===== config.mk =====
export PLATFORM = sky130hd
export DESIGN_NAME = dot_sat_ctrl
export DESIGN_NICKNAME = d
export VERILOG_FILES = /design/src/rtl/dot_sat_ctrl_pkg.sv /design/src/rtl/dot_sat_ctrl_sat_q.sv /design/src/rtl/dot_sat_ctrl.sv
export SDC_FILE = /design/constraint.sdc
export NUM_CORES = 1
export LEC_CHECK = 0
export BUFFER_PORTS_ARGS = -buffer_cell sky130_fd_sc_hd__buf_2
export CAP_MARGIN = 20
export CORE_ASPECT_RATIO = 1.5
export CORE_UTILIZATION = 60
export DETAILED_ROUTE_END_ITERATION = 8
export PLACE_DENSITY = 0.78
export SYNTH_ARGS = -nofsm -noshare
export SYNTH_HDL_FRONTEND = slang
export SYNTH_SLANG_ARGS = --single-unit

===== constraint.sdc =====
create_clock -name clk -period 13.7 [get_ports clk]
set_clock_uncertainty 0.15 [all_clocks]
set_input_delay 2.74 -clock clk [delete_from_list [all_inputs] [get_ports clk]]
set_output_delay 2.74 -clock clk [all_outputs]
set_load 0.005 [all_outputs]

===== src/rtl/dot_sat_ctrl_pkg.sv =====
// Shared types and width helpers for the dot-product sequencer.
// Latency: n/a (package only).
// Backpressure: n/a.
//
// Contents: FSM state enum, accumulator/counter width derivation and the
// Q-format saturation limits generalised to any result width.
package dot_sat_ctrl_pkg;

  typedef enum logic [1:0] {
    ST_IDLE = 2'd0,
    ST_ACC  = 2'd1,
    ST_SAT  = 2'd2,
    ST_OUT  = 2'd3
  } state_t;

  // Full signed product width plus guard bits so LEN_MAX worst-case
  // products can be summed without wrap.
  function automatic int acc_width(input int bit_width, input int guard);
    return 2 * bit_width + guard;
  endfunction

  // Enough bits to hold 0..len_max inclusive.
  function automatic int cnt_width(input int len_max);
    return $clog2(len_max + 1);
  endfunction

  // Largest positive Q value (0x7FFF for 16 bits), zero-extended to 64 bits.
  function automatic logic [63:0] q_max(input int bit_width);
    return (64'd1 << (bit_width - 1)) - 64'd1;
  endfunction

  // Most negative Q value (0x8000 for 16 bits); the low bit_width bits of
  // this 64-bit value are the result pattern.
  function automatic logic [63:0] q_min(input int bit_width);
    return ~q_max(bit_width);
  endfunction

endpackage


===== src/rtl/dot_sat_ctrl_sat_q.sv =====
// Rescale a wide accumulator to Q(BIT_WIDTH-FRAC_WIDTH).FRAC_WIDTH with clipping.
// Latency: purely combinational.
// Backpressure: none; the caller registers res/clip when it needs them.
//
// Ports:
//   acc  - signed accumulator, ACC_W bits, FRAC_WIDTH*2 fractional bits
//   res  - rescaled result, BIT_WIDTH bits, clipped to the Q range
//   clip - high when res was forced to the positive or negative limit
// Build option: DOT_SAT_ROUND_EN adds half an LSB before the shift
// (round half up); without it the shift truncates toward -infinity.
module dot_sat_ctrl_sat_q
  import dot_sat_ctrl_pkg::*;
#(
  parameter int BIT_WIDTH  = 16,
  parameter int FRAC_WIDTH = 8,
  parameter int ACC_W      = 36
) (
  input  logic signed [ACC_W-1:0]     acc,
  output logic        [BIT_WIDTH-1:0] res,
  output logic                        clip
);

  localparam logic [63:0] QMAX64 = q_max(BIT_WIDTH);
  localparam logic [63:0] QMIN64 = q_min(BIT_WIDTH);
  localparam logic [BIT_WIDTH-1:0] QMAX = QMAX64[BIT_WIDTH-1:0];
  localparam logic [BIT_WIDTH-1:0] QMIN = QMIN64[BIT_WIDTH-1:0];

`ifdef DOT_SAT_ROUND_EN
  // Half an output LSB. The guard bits leave headroom above the largest
  // reachable positive sum, so this addition cannot wrap.
  localparam logic [ACC_W-1:0] HALF = {{(ACC_W-1){1'b0}}, 1'b1} << (FRAC_WIDTH - 1);
`endif

  logic signed [ACC_W-1:0]           biased;
  logic signed [ACC_W-1:0]           shifted;
  // Result sign bit plus everything above it: in range only if all equal.
  logic        [ACC_W-BIT_WIDTH:0]   upper;
  logic                              in_range;

  always_comb begin
`ifdef DOT_SAT_ROUND_EN
    biased = acc + $signed(HALF);
`else
    biased = acc;
`endif
    shifted  = biased >>> FRAC_WIDTH;
    upper    = shifted[ACC_W-1:BIT_WIDTH-1];
    in_range = (&upper) || !(|upper);

    res  = shifted[BIT_WIDTH-1:0];
    clip = 1'b0;
    if (!in_range) begin
      clip = 1'b1;
      res  = shifted[ACC_W-1] ? QMIN : QMAX;
    end
  end

endmodule


===== src/rtl/dot_sat_ctrl.sv =====
// Sequencer for one saturating fixed-point dot product (len operand pairs).
// Latency: last input handshake at cycle N -> out_valid at N+2; len=0 -> T+1.
// Backpressure: in_ready only in ACC; result held in OUT until out_ready.
//
// Ports:
//   clk, rst            - clock, synchronous active-high reset
//   start, len          - begin a dot product of len terms (IDLE only)
//   in_valid/in_ready   - operand pair handshake, operands a and b
//   out_valid/out_ready - result handshake, out_data and sat_flag
//   busy                - high whenever not in IDLE
// Build option: DOT_SAT_ROUND_EN selects round-half-up instead of truncation.
module dot_sat_ctrl
  import dot_sat_ctrl_pkg::*;
#(
  parameter int BIT_WIDTH  = 16,
  parameter int FRAC_WIDTH = 8,
  parameter int LEN_MAX    = 16,
  parameter int GUARD      = 4
) (
  input  logic                           clk,
  input  logic                           rst,
  input  logic                           start,
  input  logic [$clog2(LEN_MAX+1)-1:0]   len,
  input  logic                           in_valid,
  output logic                           in_ready,
  input  logic [BIT_WIDTH-1:0]           a,
  input  logic [BIT_WIDTH-1:0]           b,
  output logic                           out_valid,
  input  logic                           out_ready,
  output logic [BIT_WIDTH-1:0]           out_data,
  output logic                           sat_flag,
  output logic                           busy
);

  localparam int ACC_W = acc_width(BIT_WIDTH, GUARD);
  localparam int CNT_W = cnt_width(LEN_MAX);
  localparam int PW    = 2 * BIT_WIDTH;

  state_t state;
  state_t state_nxt;

  logic signed [ACC_W-1:0] acc;
  logic        [CNT_W-1:0] cnt;
  logic        [CNT_W-1:0] cnt_inc;
  logic        [CNT_W-1:0] len_q;

  logic signed [PW-1:0]    a_ext;
  logic signed [PW-1:0]    b_ext;
  logic signed [PW-1:0]    prod;
  logic        [ACC_W-1:0] prod_ext;
  logic                    in_fire;

  logic [BIT_WIDTH-1:0]    sat_res;
  logic                    sat_clip;

  // Operands widened first so the multiply is done at full product width.
  assign a_ext    = {{BIT_WIDTH{a[BIT_WIDTH-1]}}, a};
  assign b_ext    = {{BIT_WIDTH{b[BIT_WIDTH-1]}}, b};
  assign prod     = a_ext * b_ext;
  assign prod_ext = {{GUARD{prod[PW-1]}}, prod};
  assign cnt_inc  = cnt + CNT_W'(1);
  assign in_fire  = in_valid && in_ready;

  dot_sat_ctrl_sat_q #(
    .BIT_WIDTH  (BIT_WIDTH),
    .FRAC_WIDTH (FRAC_WIDTH),
    .ACC_W      (ACC_W)
  ) u_sat_q (
    .acc  (acc),
    .res  (sat_res),
    .clip (sat_clip)
  );

  always_ff @(posedge clk) begin
    if (rst) begin
      state <= ST_IDLE;
    end else begin
      state <= state_nxt;
    end
  end

  always_comb begin
    state_nxt = state;
    in_ready  = 1'b0;
    out_valid = 1'b0;
    busy      = 1'b1;
    case (state)
      ST_IDLE: begin
        busy = 1'b0;
        if (start) begin
          state_nxt = (len == '0) ? ST_OUT : ST_ACC;
        end
      end
      ST_ACC: begin
        in_ready = 1'b1;
        // len_q >= 1 here, so cnt_inc == len_q marks the final term.
        if (in_valid && (cnt_inc == len_q)) begin
          state_nxt = ST_SAT;
        end
      end
      ST_SAT: begin
        state_nxt = ST_OUT;
      end
      ST_OUT: begin
        out_valid = 1'b1;
        if (out_ready) begin
          state_nxt = ST_IDLE;
        end
      end
      default: begin
        state_nxt = ST_IDLE;
      end
    endcase
  end

  always_ff @(posedge clk) begin
    if (rst) begin
      acc      <= '0;
      cnt      <= '0;
      len_q    <= '0;
      out_data <= '0;
      sat_flag <= 1'b0;
    end else begin
      case (state)
        ST_IDLE: begin
          if (start) begin
            len_q    <= len;
            acc      <= '0;
            cnt      <= '0;
            // A zero-length product goes straight to OUT with a zero result.
            out_data <= '0;
            sat_flag <= 1'b0;
          end
        end
        ST_ACC: begin
          if (in_fire) begin
            acc <= acc + prod_ext;
            cnt <= cnt_inc;
          end
        end
        ST_SAT: begin
          out_data <= sat_res;
          sat_flag <= sat_clip;
        end
        default: begin
        end
      endcase
    end
  end

`ifndef SYNTHESIS
  // Lengths beyond LEN_MAX could overflow the guard bits.
  always @(posedge clk) begin
    if (!rst && (state == ST_IDLE) && start) begin
      assert (len <= CNT_W'(LEN_MAX))
        else $error("dot_sat_ctrl: len %0d exceeds LEN_MAX %0d", len, LEN_MAX);
    end
  end
`endif

endmodule


# Yosys cells after proc, flatten, opt, wreduce, memory -nomap -nowiden
# Cells that the tools add are included.
# totals
ff_bits	65
latch_bits	0
ramBits	0
mem_bits_ro	0
in_bits	42
wordCells	52
memories	0
# classes
addsub	2
multipliers	1
div_mod_pow	0
n_lt_le_gt_ge	0
n_eq_ne	8
n_shift	0
mux	21
bitwise	0
reduce_logical	14
# op_table
op	count
2-to-1 mux 36 bit	2
one-hot mux 36 bit (2 select lines)	1
2-to-1 mux 16 bit	3
adder 36 bit	1
multiplier 16 x 16 -> 32 bit	1
one-hot mux 16 bit (2 select lines)	1
AND reduction 13 bit	1
OR reduction 13 bit	1
2-to-1 mux 5 bit	2
one-hot mux 5 bit (2 select lines)	1
2-to-1 mux 2 bit	4
inequality test 2 bit (second input constant)	4
one-hot mux 2 bit (4 select lines)	1
AND reduction 3 bit	2
adder 5 x 1 -> 5 bit (second input constant)	1
equality test 5 bit	1
zero test 5 bit	1
2-to-1 mux 1 bit	5
equality test 2 bit (second input constant)	2
AND reduction 2 bit	2
nonzero test 2 bit	2
equality test 2 x 1 -> 1 bit (second input constant)	1
logical AND 1 bit	2
zero test 2 bit	1
other kinds (3)	3

# Longest topological paths before layout
# Gate-level depths: netlist of the first run.
# depth
ltp_word	5
depth_mapped	34

# By module
# From an unflattened synthesis of the first run, not the netlist that was laid out.
# unflattened
cells_unflattened	1615
area_unflattened_um2	14201.1
# by_module_without_submodules
module	n_inst	cells_each	area_each_um2
dot_sat_ctrl	1	1571	13915.8
dot_sat_ctrl_sat_q	1	44	285.3

# Worst setup path after synthesis of the first run
# Ideal clock, no wire load.
# synth_path
path_type	input-to-reg
startpoint	input port b[7]
endpoint	register acc[35]
arrival_time_ns	10.069
t_required_ns	13.436
path_slack_ns	3.367
cell_stages	34
cell_sequence	clkbuf_1 > nand2_1 > fa_1 > inv_1 > fa_1 > inv_1 > fa_1 > inv_1 > fa_1 > fa_1 > inv_1 > fa_1 > inv_1 > ha_1 > a21o_1 > a21oi_1 > o21bai_1 > a2111oi_0 > nor2_1 > a311oi_1 > o21bai_1 > a21oi_1 > xnor2_1 > ha_1 > a21oi_1 > nand2_1 > a22oi_1 > a21oi_1 > a21o_1 > a32oi_1 > a21oi_1 > xnor2_1 > a21o_1 > a21o_1
# synth_between
elab_chain_cells	4
# synth_rtl
element	line_no	source
from (decl)	dot_sat_ctrl.sv:27	input logic [BIT_WIDTH-1:0] b,
multiplier 16 x 16 -> 32 bit	dot_sat_ctrl.sv:59	assign prod = a_ext * b_ext;
adder 36 bit	dot_sat_ctrl.sv:137	acc <= acc + prod_ext;
2-to-1 mux 36 bit	dot_sat_ctrl.sv:136	if (in_fire) begin
one-hot mux 36 bit (2 select lines)	dot_sat_ctrl.sv:124	case (state)
to (signal assigned)	dot_sat_ctrl.sv:137	
to (decl)	dot_sat_ctrl.sv:42	logic signed [ACC_W-1:0] acc;
# Every way passes these cells. The select of a mux whose other input is x is not followed.
# A chain may end at the register's enable or synchronous reset.

# Worst setup path in the final report of the first run
# Ends and elaborated chain as after synthesis.

==> results.md, run 1 <==
* CP Launch Type: input pin
* Seq/Total Area, Yosys at 9.37%
* Final GP Congestion at roughly 0.9
* Setup bufs post-CTS at 0
* Post-Synthesis Cell Area at 13,900 um2
* Total length of routed wires at ~31 mm
* DR vias/cell at 5.67
* Maxcap violations at 0
* Mean Syn Cell Area at just under 9 um2
* Setup CP Type: in2reg
* Cts bufs inserted at 9
* Detail Route Antenna Nets at 0
* DRT met1 WL at approximately 12 mm
* Pre-antenna DRT Iters at 5
* Worst slew pin tran at approximately 1.1 ns
* Post-Syn Nets at between 2,000 and 2,500
* Final setup fails at 0
* # H-tree levels at 3
* FILL cells at 1,853
* Final non-filler cell total at between 1,500 and 2,000
* Dominant synthesized flop cell: dfxtp_1
* Clock root buffer: clkbuf_16
* Final Max Slew Viols at 0
* Met3 wire length at 1.37 mm
* RSZ-0062 raised after global routing: no
* DP Area at approximately 14,000 um2
* Starting Density at around three fifths
* CTS resizes at 0
* Global-route wire length before repair at ~55 mm
* Period utilisation layout at around four fifths
* PortBufs at 61
* Critical path's slowest cell: fa_1
* Fmax at 0.0923 GHz
* DIE HEIGHT at 188 um
* Synthesized flop and latch total at 65
* Vias in the first global route at between 10,000 and 15,000
* Tot GR Track Use at ~29%
* Share of cells above drive strength 1 at under 10%
* Avg WL per Cell at about 16 um
* CTS tree: yes
* Ys Warns at 0
* Worst Path Max Fanout at 16
* Clk sinks at between 60 and 70
* Final design utilization at around 65%
* Slowest stage delay, CP at approximately 0.55 ns
* Total congestion overflow at 0
* Max Root-Sink Buffers at 2
* Max Used Layer: met4
* Arr. time, crit path at about 11 ns
* Core area at between 20,000 and 25,000 um2
* Die ar. at 23,800 um2
* Rel. slew slack at between 20% and 30%
* Final Critical Period at about 11 ns
* Final hold viol count at 0
* Vias at ~11,000
* Nets at about 2,000
* Cell mode on critical path: fa_1
* Cts-stage hold buffer count at 0
* Critical Path RT at between 10 and 15 ns
* Hold WC Path Type: reg2reg
* Drc violations at 0
* Die Wd at between 100 and 150 um
* Cells after Synth at ~1,600
* Initial antenna violation count at 0
* Asr flop ratio synth at 0%
* Met2 Wirelength at between 15 and 20 mm
* Distinct cells, synth at 49
* Critical path capture point type: register
* Maximum number of pins on one net before global-route repair at 55
* Initial DRC Count at between 500 and 600
* Setup tns final at 0 ns
* Placed insts at 1,878
* EDFF count, synth at 0
* Clk slew on worst S/H paths at 0.05 ns
* Post-DP HPWL at roughly 26 mm
* Ant diodes at 0
* Status: finished, final reports clean
* Row count at 67
* Skew-Pair Late Insertion Delay at between 0.3 and 0.4 ns
* Finished Cell Area at approximately 15,000 um2
* Top-Level Pins at 62
* Layout area overhead at 5.75%
-- final timing paths --
| path | start | to | slack (ns) | cells past startpoint |
|---|---|---|---|---|
| worst max-delay path | b[7] | acc[35] | 2.86 | 34 |
| worst min-delay path | out_data[8] | out_data[8] | 0.30 | 2 |
| worst max register to register | acc[0] | acc[30] | 10.07 | 13 |
| worst min register to register | out_data[8] | out_data[8] | 0.30 | 2 |
-- synthesized netlist by cell type (4+ instances only) --
master | instances | area share [%]
ha_1 | 123 | 11
nor4_1 | 5 | 0.23
a21o_1 | 30 | 1.6
o21ai_0 | 51 | 1.8
a21oi_1 | 83 | 3.0
o21bai_1 | 13 | 0.70
xnor2_1 | 48 | 3.0
and3_1 | 7 | 0.32
o21ai_1 | 5 | 0.18
clkbuf_1 | 51 | 1.4
o211ai_1 | 4 | 0.22
nor2b_1 | 7 | 0.32
nand4_1 | 6 | 0.27
o31ai_1 | 4 | 0.22
inv_1 | 304 | 8.2
a31oi_1 | 4 | 0.18
fa_1 | 263 | 38
nand2b_1 | 16 | 0.72
o21a_1 | 7 | 0.38
a22oi_1 | 20 | 1.1
a32oi_1 | 5 | 0.32
xor2_1 | 25 | 1.6
a211oi_1 | 6 | 0.32
and2_1 | 123 | 5.5
nand2_1 | 179 | 4.8
nand3_1 | 23 | 0.83
nor3_1 | 14 | 0.50
dfxtp_1 | 65 | 9.4
nor2_1 | 69 | 1.9
a311oi_1 | 4 | 0.25
-- critical path, delay by kind of cell --
| family | cells | cell delay [ns] |
|---|---|---|
| simple gates | 3 | 0.50 |
| xor+xnor | 2 | 0.28 |
| compound gates | 15 | 3.23 |
| buf+inv | 6 | 0.56 |
| fa+ha+maj | 8 | 3.59 |
-- layer usage --
metal  track usage [%]  vias up
li1                  -     5024
met1              35.0     5358
met2              53.6      309
met3              2.41       61
met4              9.08        0
met5                 0        -
-- final cells by class --
class	count	area, um2	share of cell area [%]
inverter	304	1140	7.77
multi-input combinational	1168	11200	76.6
sequential	65	1300	8.86
tap	276	345	2.35
clock inverter	6	66.3	0.452
clock buffer	10	239	1.63
timing repair buffer	66	343	2.33
-- cells in the final DEF, fill, tap and decap left out, types with 14 or more instances in the layout --
cell,count
nand2_1,179
inv_1,304
and2_1,123
buf_2,61
a21oi_1,83
nor2_1,69
xnor2_1,48
nor3_1,14
a21o_1,30
fa_1,263
a22oi_1,20
dfxtp_1,65
xor2_1,25
nand2b_1,16
o21ai_0,51
ha_1,123
nand3_1,23
-- through the flow --
step,hold slack (ns),setup WS [ns]
floorplan,0.298,3.37
global route,0.321,2.32
global placement,0.286,2.84
detailed placement,0.297,2.58
finish,0.302,2.86
CTS,0.306,2.92
-- state kept, by name, summed over array words and instances (netlist names) --
register,count
acc,36
cnt,5
len_q,5
out_data,16
sat_flag,1
state,2
-- logic make-up (layout without fill, tap and decap cells) --
group	Yosys count	count (layout)	share of synthesized area [%]
simple gates	457	457	15.8
fa+ha+maj	386	386	49.0
buf+inv	356	386	9.62
compound gates	252	252	11.6
xor+xnor	73	73	4.60
flops	65	65	9.37
Power of run 1 is not shown: default switching activity piles up to over one toggle a cycle in this logic, so the estimate is an artifact.
==> run 2: changes to the inputs <==
Settings changed: CORE_UTILIZATION 60 to 59, PLACE_DENSITY 0.78 to 0.8.
Clock period 13.7 ns to 9.88 ns, I/O delays scaled along.
==> results.md, run 2 (same netlist as run 1, synthesis figures left out) <==
* Status: finished, final reports clean
* Clock root buffer: clkbuf_16
* Clk slew on worst S/H paths at 0.05 ns (about the same)
* Cts-stage hold buffer count at 0 (unchanged)
* Nets at 2,086 (+2.2%)
* Setup bufs post-CTS at 0 (unchanged)
* Critical Path RT at 9.92 ns (-3.86 ns)
* # H-tree levels at 3 (unchanged)
* Final non-filler cell total at 1,976 (+4.3%)
* DR vias/cell at 5.56 (-2.1%)
* Hold Path Cell Cnt at 2 (unchanged)
* Vias in the first global route at 11,900 (+3.0%)
* Total length of routed wires at 31.8 mm (+1.8%)
* Leading cell types in the layout, fill and taps excluded: 304 x inv_1, 263 x fa_1, 179 x nand2_1
* Cell mode on critical path: fa_1
* Skew-Pair Late Insertion Delay at 0.33 ns (about the same)
* Largest regs: acc: 36 flops, out_data: 16 flops
* Max Used Layer: met4
* Hold WC Path Type: reg2reg
* Placed insts at 1,962 (+4.5%)
* RSZ-0062 raised after global routing: no
* Commonest non-fill, non-tap cell in the layout: inv_1
* Maximum number of pins on one net before global-route repair at 55 (unchanged)
* Multi-input logic area at 11,300 um2 (+0.46%)
* Final GP Congestion at 0.900 (+0.29%)
* Row count at 68 (+1.5%)
* Slowest stage delay, CP at 0.56 ns (about the same)
* Worst slew pin tran at 1.08 ns (+0.00319 ns)
* Final Max Slew Viols at 0 (unchanged)
* Final hold viol count at 0 (unchanged)
* DIE HEIGHT at 190 um (+0.83%)
* DRT met1 WL at 12.2 mm (-1.7%)
* Die ar. at 24,200 um2 (+1.7%)
* Rel. slew slack at 27.9% (-0.21 points)
* Met3 wire length at 1.24 mm (-9.9%)
* Total congestion overflow at 0 (unchanged)
* Clk sinks at 65 (unchanged)
* Cts bufs inserted at 9 (unchanged)
* FILL cells at 1,799 (-2.9%)
* Avg WL per Cell at 16.1 um (-2.4%)
* Final setup fails at 0 (unchanged)
* Tot GR Track Use at 28.9% (+0.088 points)
* Top-Level Pins at 62 (unchanged)
* Layout area overhead at 8.79%
* Worst Path Max Fanout at 9 (-7)
* Max FFs per register at 36 (unchanged)
* Maxcap violations at 0 (unchanged)
* Ant diodes at 0 (unchanged)
* Initial DRC Count at 557 (+3.9%)
* Register area at 1300 um2 (unchanged)
* Critical path capture point type: register
* Core area at 23,100 um2 (+2.2%)
* Starting Density at 60.2% (-1.4 points)
* CP Launch Type: input pin
* Detail Route Antenna Nets at 0 (unchanged)
* Setup CP Type: in2reg
* Worst-case reg-to-reg path depth at 13 (unchanged)
* CTS tree: yes
* Global-route wire length before repair at 55.9 mm (+1.8%)
* Drc violations at 0 (unchanged)
* Final Critical Period at 9.55 ns
* Largest Register: acc
* Met2 Wirelength at 17.0 mm (+2.3%)
* Critical path's slowest cell: fa_1
* Pre-antenna DRT Iters at 5 (unchanged)
* Arr. time, crit path at 9.59 ns (-1.32 ns)
* Share of cells above drive strength 1 at 8.43% (+2.9 points)
* Fmax at approximately 0.10 GHz
* Die Wd at 127 um (+0.83%)
* CTS resizes at 0 (unchanged)
* Period utilisation layout at 96.7%
* Max Root-Sink Buffers at 2 (unchanged)
* Post-DP HPWL at 27.0 mm (+3.9%)
* Vias at 11,000 (+2.1%)
* Initial antenna violation count at 0 (unchanged)
* PortBufs at 61 (unchanged)
## run 2: cell types whose count changed in the layout (fill, tap and decap cells not counted), sizes merged
cell      delta
buf         +41
clkinvlp     -2
clkbuf       +4
inv          -1
## run 2: area by class of cell
cell class                      instances  share of cell area (%)
Clock buffer                           11                    1.61
Clock inverter                          3                   0.282
Inverter                              304                    7.55
Multi-Input combinational cell       1168                    74.8
Sequential cell                        65                    8.61
Tap cell                              315                    2.61
Timing Repair Buffer                  110                    4.53
## run 2: layer usage
metal	global-route usage [%]	vias to the layer above
met5	0	-
met4	13.0	0
met3	2.70	100
met2	53.7	349
met1	33.5	5416
li1	-	5112
## run 2: critical path, delay by kind of cell
family / cells / cell delay, ns
fa+ha+maj: 8 / 3.65
compound gates: 11 / 1.99
simple gates: 3 / 1.16
buf+inv: 4 / 0.49
xor+xnor: 2 / 0.34
## run 2: worst paths after layout
kind         slack, ns     endpoint        start
min reg2reg       0.30  out_data[4]  out_data[4]
min               0.30  out_data[4]  out_data[4]
max reg2reg       6.33      acc[34]       acc[0]
max               0.33      acc[34]         a[6]
## run 2: through the flow
| step | setup TNS (ns) | hold WS (ns) | util [%] | instance area [um2] | setup slack (ns) |
|---|---|---|---|---|---|
| CTS | 0 | 0.305 | 65.3 | 15000 | 0.270 |
| detailed placement | -0.0577 | 0.298 | 64.0 | 14800 | -0.0566 |
| global placement | 0 | 0.289 | 64.0 | 14700 | 0.111 |
| global route | 0 | 0.334 | 65.5 | 15100 | 0.00335 |
| floorplan | 0 | 0.298 | - | 13900 | 0.311 |
| finish | 0 | 0.304 | 65.5 | 15100 | 0.330 |
Power of run 2 is left out for the same reason.
==> run 3: changes to the inputs <==
==> constraint.sdc (replaced) <==
create_clock -name clk -period 9.88 [get_ports clk]
set_clock_uncertainty 0.15 [all_clocks]
set_input_delay 0.988 -clock clk [delete_from_list [all_inputs] [get_ports clk]]
set_output_delay 0.988 -clock clk [all_outputs]
set_load 0.005 [all_outputs]
==> results.md, run 3 (same netlist as run 1, synthesis figures left out) <==
* Status: finished, final reports clean
* Period utilisation layout at 92.5% (-4.1 points)
* Post-DP HPWL at 25.7 mm (-4.5%)
* Reg-to-reg endpoint: acc[30]
* Maximum number of pins on one net before global-route repair at 55 (unchanged)
* Layout area overhead at 5.98%
* DP Area at 14,400 um2 (-2.2%)
* Ant diodes at 0 (unchanged)
* Total length of routed wires at 30.4 mm (-4.5%)
* Initial DRC Count at 573 (+2.9%)
* Rel. slew slack at 28.8% (+0.96 points)
* DR vias/cell at 5.54 (-0.31%)
* Cts bufs inserted at 9 (unchanged)
* Worst Hold Launch: out_data[6]
* Clk sinks at 65 (unchanged)
* Starting Density at 60.2% (unchanged)
* Final GP Congestion at 0.921 (+2.3%)
* Row count at 68 (unchanged)
* Largest Register: acc
* Vias at 10,700 (-2.4%)
* Core area at 23,100 um2 (unchanged)
* Max Root-Sink Buffers at 2 (unchanged)
* Critical Path RT at 9.95 ns (+0.03 ns)
* Pre-antenna DRT Iters at 5 (unchanged)
* CTS tree: yes
* Top-Level Pins at 62 (unchanged)
* Share of cells above drive strength 1 at 5.49% (-2.9 points)
* Arr. time, crit path at 9.21 ns (-0.38 ns)
* Final setup fails at 0 (unchanged)
* Vias in the first global route at 11,600 (-3.0%)
* Commonest non-fill, non-tap cell in the layout: inv_1
* PortBufs at 61 (unchanged)
* DIE HEIGHT at 190 um (unchanged)
* Cell mode on critical path: fa_1
* Avg WL per Cell at 15.7 um (-2.5%)
* Largest regs: acc: 36 flops, out_data: 16 flops
* Setup CP Type: in2reg
* Final setup margin at 0.739 ns (+0.409 ns)
* Skew-Pair Late Insertion Delay at 0.33 ns (about the same)
* Clk slew on worst S/H paths at 0.06 ns (about the same)
* Critical path's slowest cell: a2111oi_0
* Setup tns final at 0 ns (unchanged)
* Hold Path Cell Cnt at 2 (unchanged)
* Fmax at 0.109 GHz (+4.5%)
* Worst slew pin tran at 1.06 ns (-0.0144 ns)
* # H-tree levels at 3 (unchanged)
* Critical path capture point type: register
* Hold WC Path Type: reg2reg
* Total congestion overflow at 0 (unchanged)
* Detail Route Antenna Nets at 0 (unchanged)
* Place WS at 0.528 ns (+0.584 ns)
* Nets at 2,043 (-2.1%)
* Reg2reg setup slack at 6.24 ns (-0.09 ns)
* Initial antenna violation count at 0 (unchanged)
* Clock root buffer: clkbuf_16
* Final Max Slew Viols at 0 (unchanged)
* Global-route wire length before repair at 54.4 mm (-2.7%)
* Leading cell types in the layout, fill and taps excluded: 304 x inv_1, 263 x fa_1, 179 x nand2_1
* Die ar. at 24,200 um2 (unchanged)
* Tot GR Track Use at 28.2% (-0.70 points)
* Finished Cell Area at 14,700 um2 (-2.6%)
* Worst-case reg-to-reg path depth at 13 (unchanged)
* Maxcap violations at 0 (unchanged)
* Max FFs per register at 36 (unchanged)
* Slowest stage delay, CP at 0.64 ns (+0.08 ns)
* R2r startpoint: acc[0]
* CTS resizes at 0 (unchanged)
* Die Wd at 127 um (unchanged)
* RSZ-0062 raised after global routing: no
* Final hold viol count at 0 (unchanged)
* Final Critical Period at 9.14 ns (-0.409 ns)
* Hold-critical path endpoint: out_data[6]
* Setup bufs post-CTS at 0 (unchanged)
* Cts-stage hold buffer count at 0 (unchanged)
* CP Launch Type: input pin
* Worst Path Max Fanout at 16 (+7)
* Drc violations at 0 (unchanged)
==> run 3: cell types whose count changed in the layout (fill, tap and decap cells not counted), sizes merged <==
cell,previous run,this run
buf,107,67
bufinv,1,0
clkbuf,14,11
clkinv,1,3
inv,304,305
==> run 3: worst max-delay path by stage <==
stage,slack (ns),end,from
after floorplan,1.30,acc[35],b[7]
after global placement,0.75,acc[35],b[7]
after detailed placement,0.53,acc[35],b[7]
after CTS,0.84,acc[35],b[7]
after global routing,0.20,acc[35],b[7]
final,0.74,acc[35],a[7]
==> run 3: layout make-up <==
cell class | count | area, um2
multi-input combinational | 1168 | 11200
fill | 1871 | 8340
sequential | 65 | 1300
inverter | 304 | 1140
tap | 315 | 394
timing repair buffer | 67 | 350
clock buffer | 11 | 243
clock inverter | 5 | 38.8
==> run 3: per-layer routing <==
layer  part of all wire, %  global-route usage [%]
met4                   3.9                    12.8
met3                   4.0                    2.56
met1                    40                    34.5
met2                    52                    50.3
met5                     0                       0
==> run 3: through the flow <==
stage	hold WS [ns]	util, %	cells
detailed placement	0.297	62.6	1919
global route	0.328	63.8	1935
global placement	0.289	62.6	1918
finish	0.301	63.8	1935
floorplan	0.298	-	1589
CTS	0.308	63.8	1935
==> run 3: worst max-delay path: cells and delay by family <==
family / cells / cell delay (ns)
adder cells (fa/ha/maj): 8 / 3.60
buffers and inverters: 6 / 0.54
AND/OR/NAND/NOR: 3 / 0.49
XOR/XNOR: 2 / 0.29
AO/OA/AOI/OAI: 15 / 3.28
Power of run 3 is left out for the same reason.
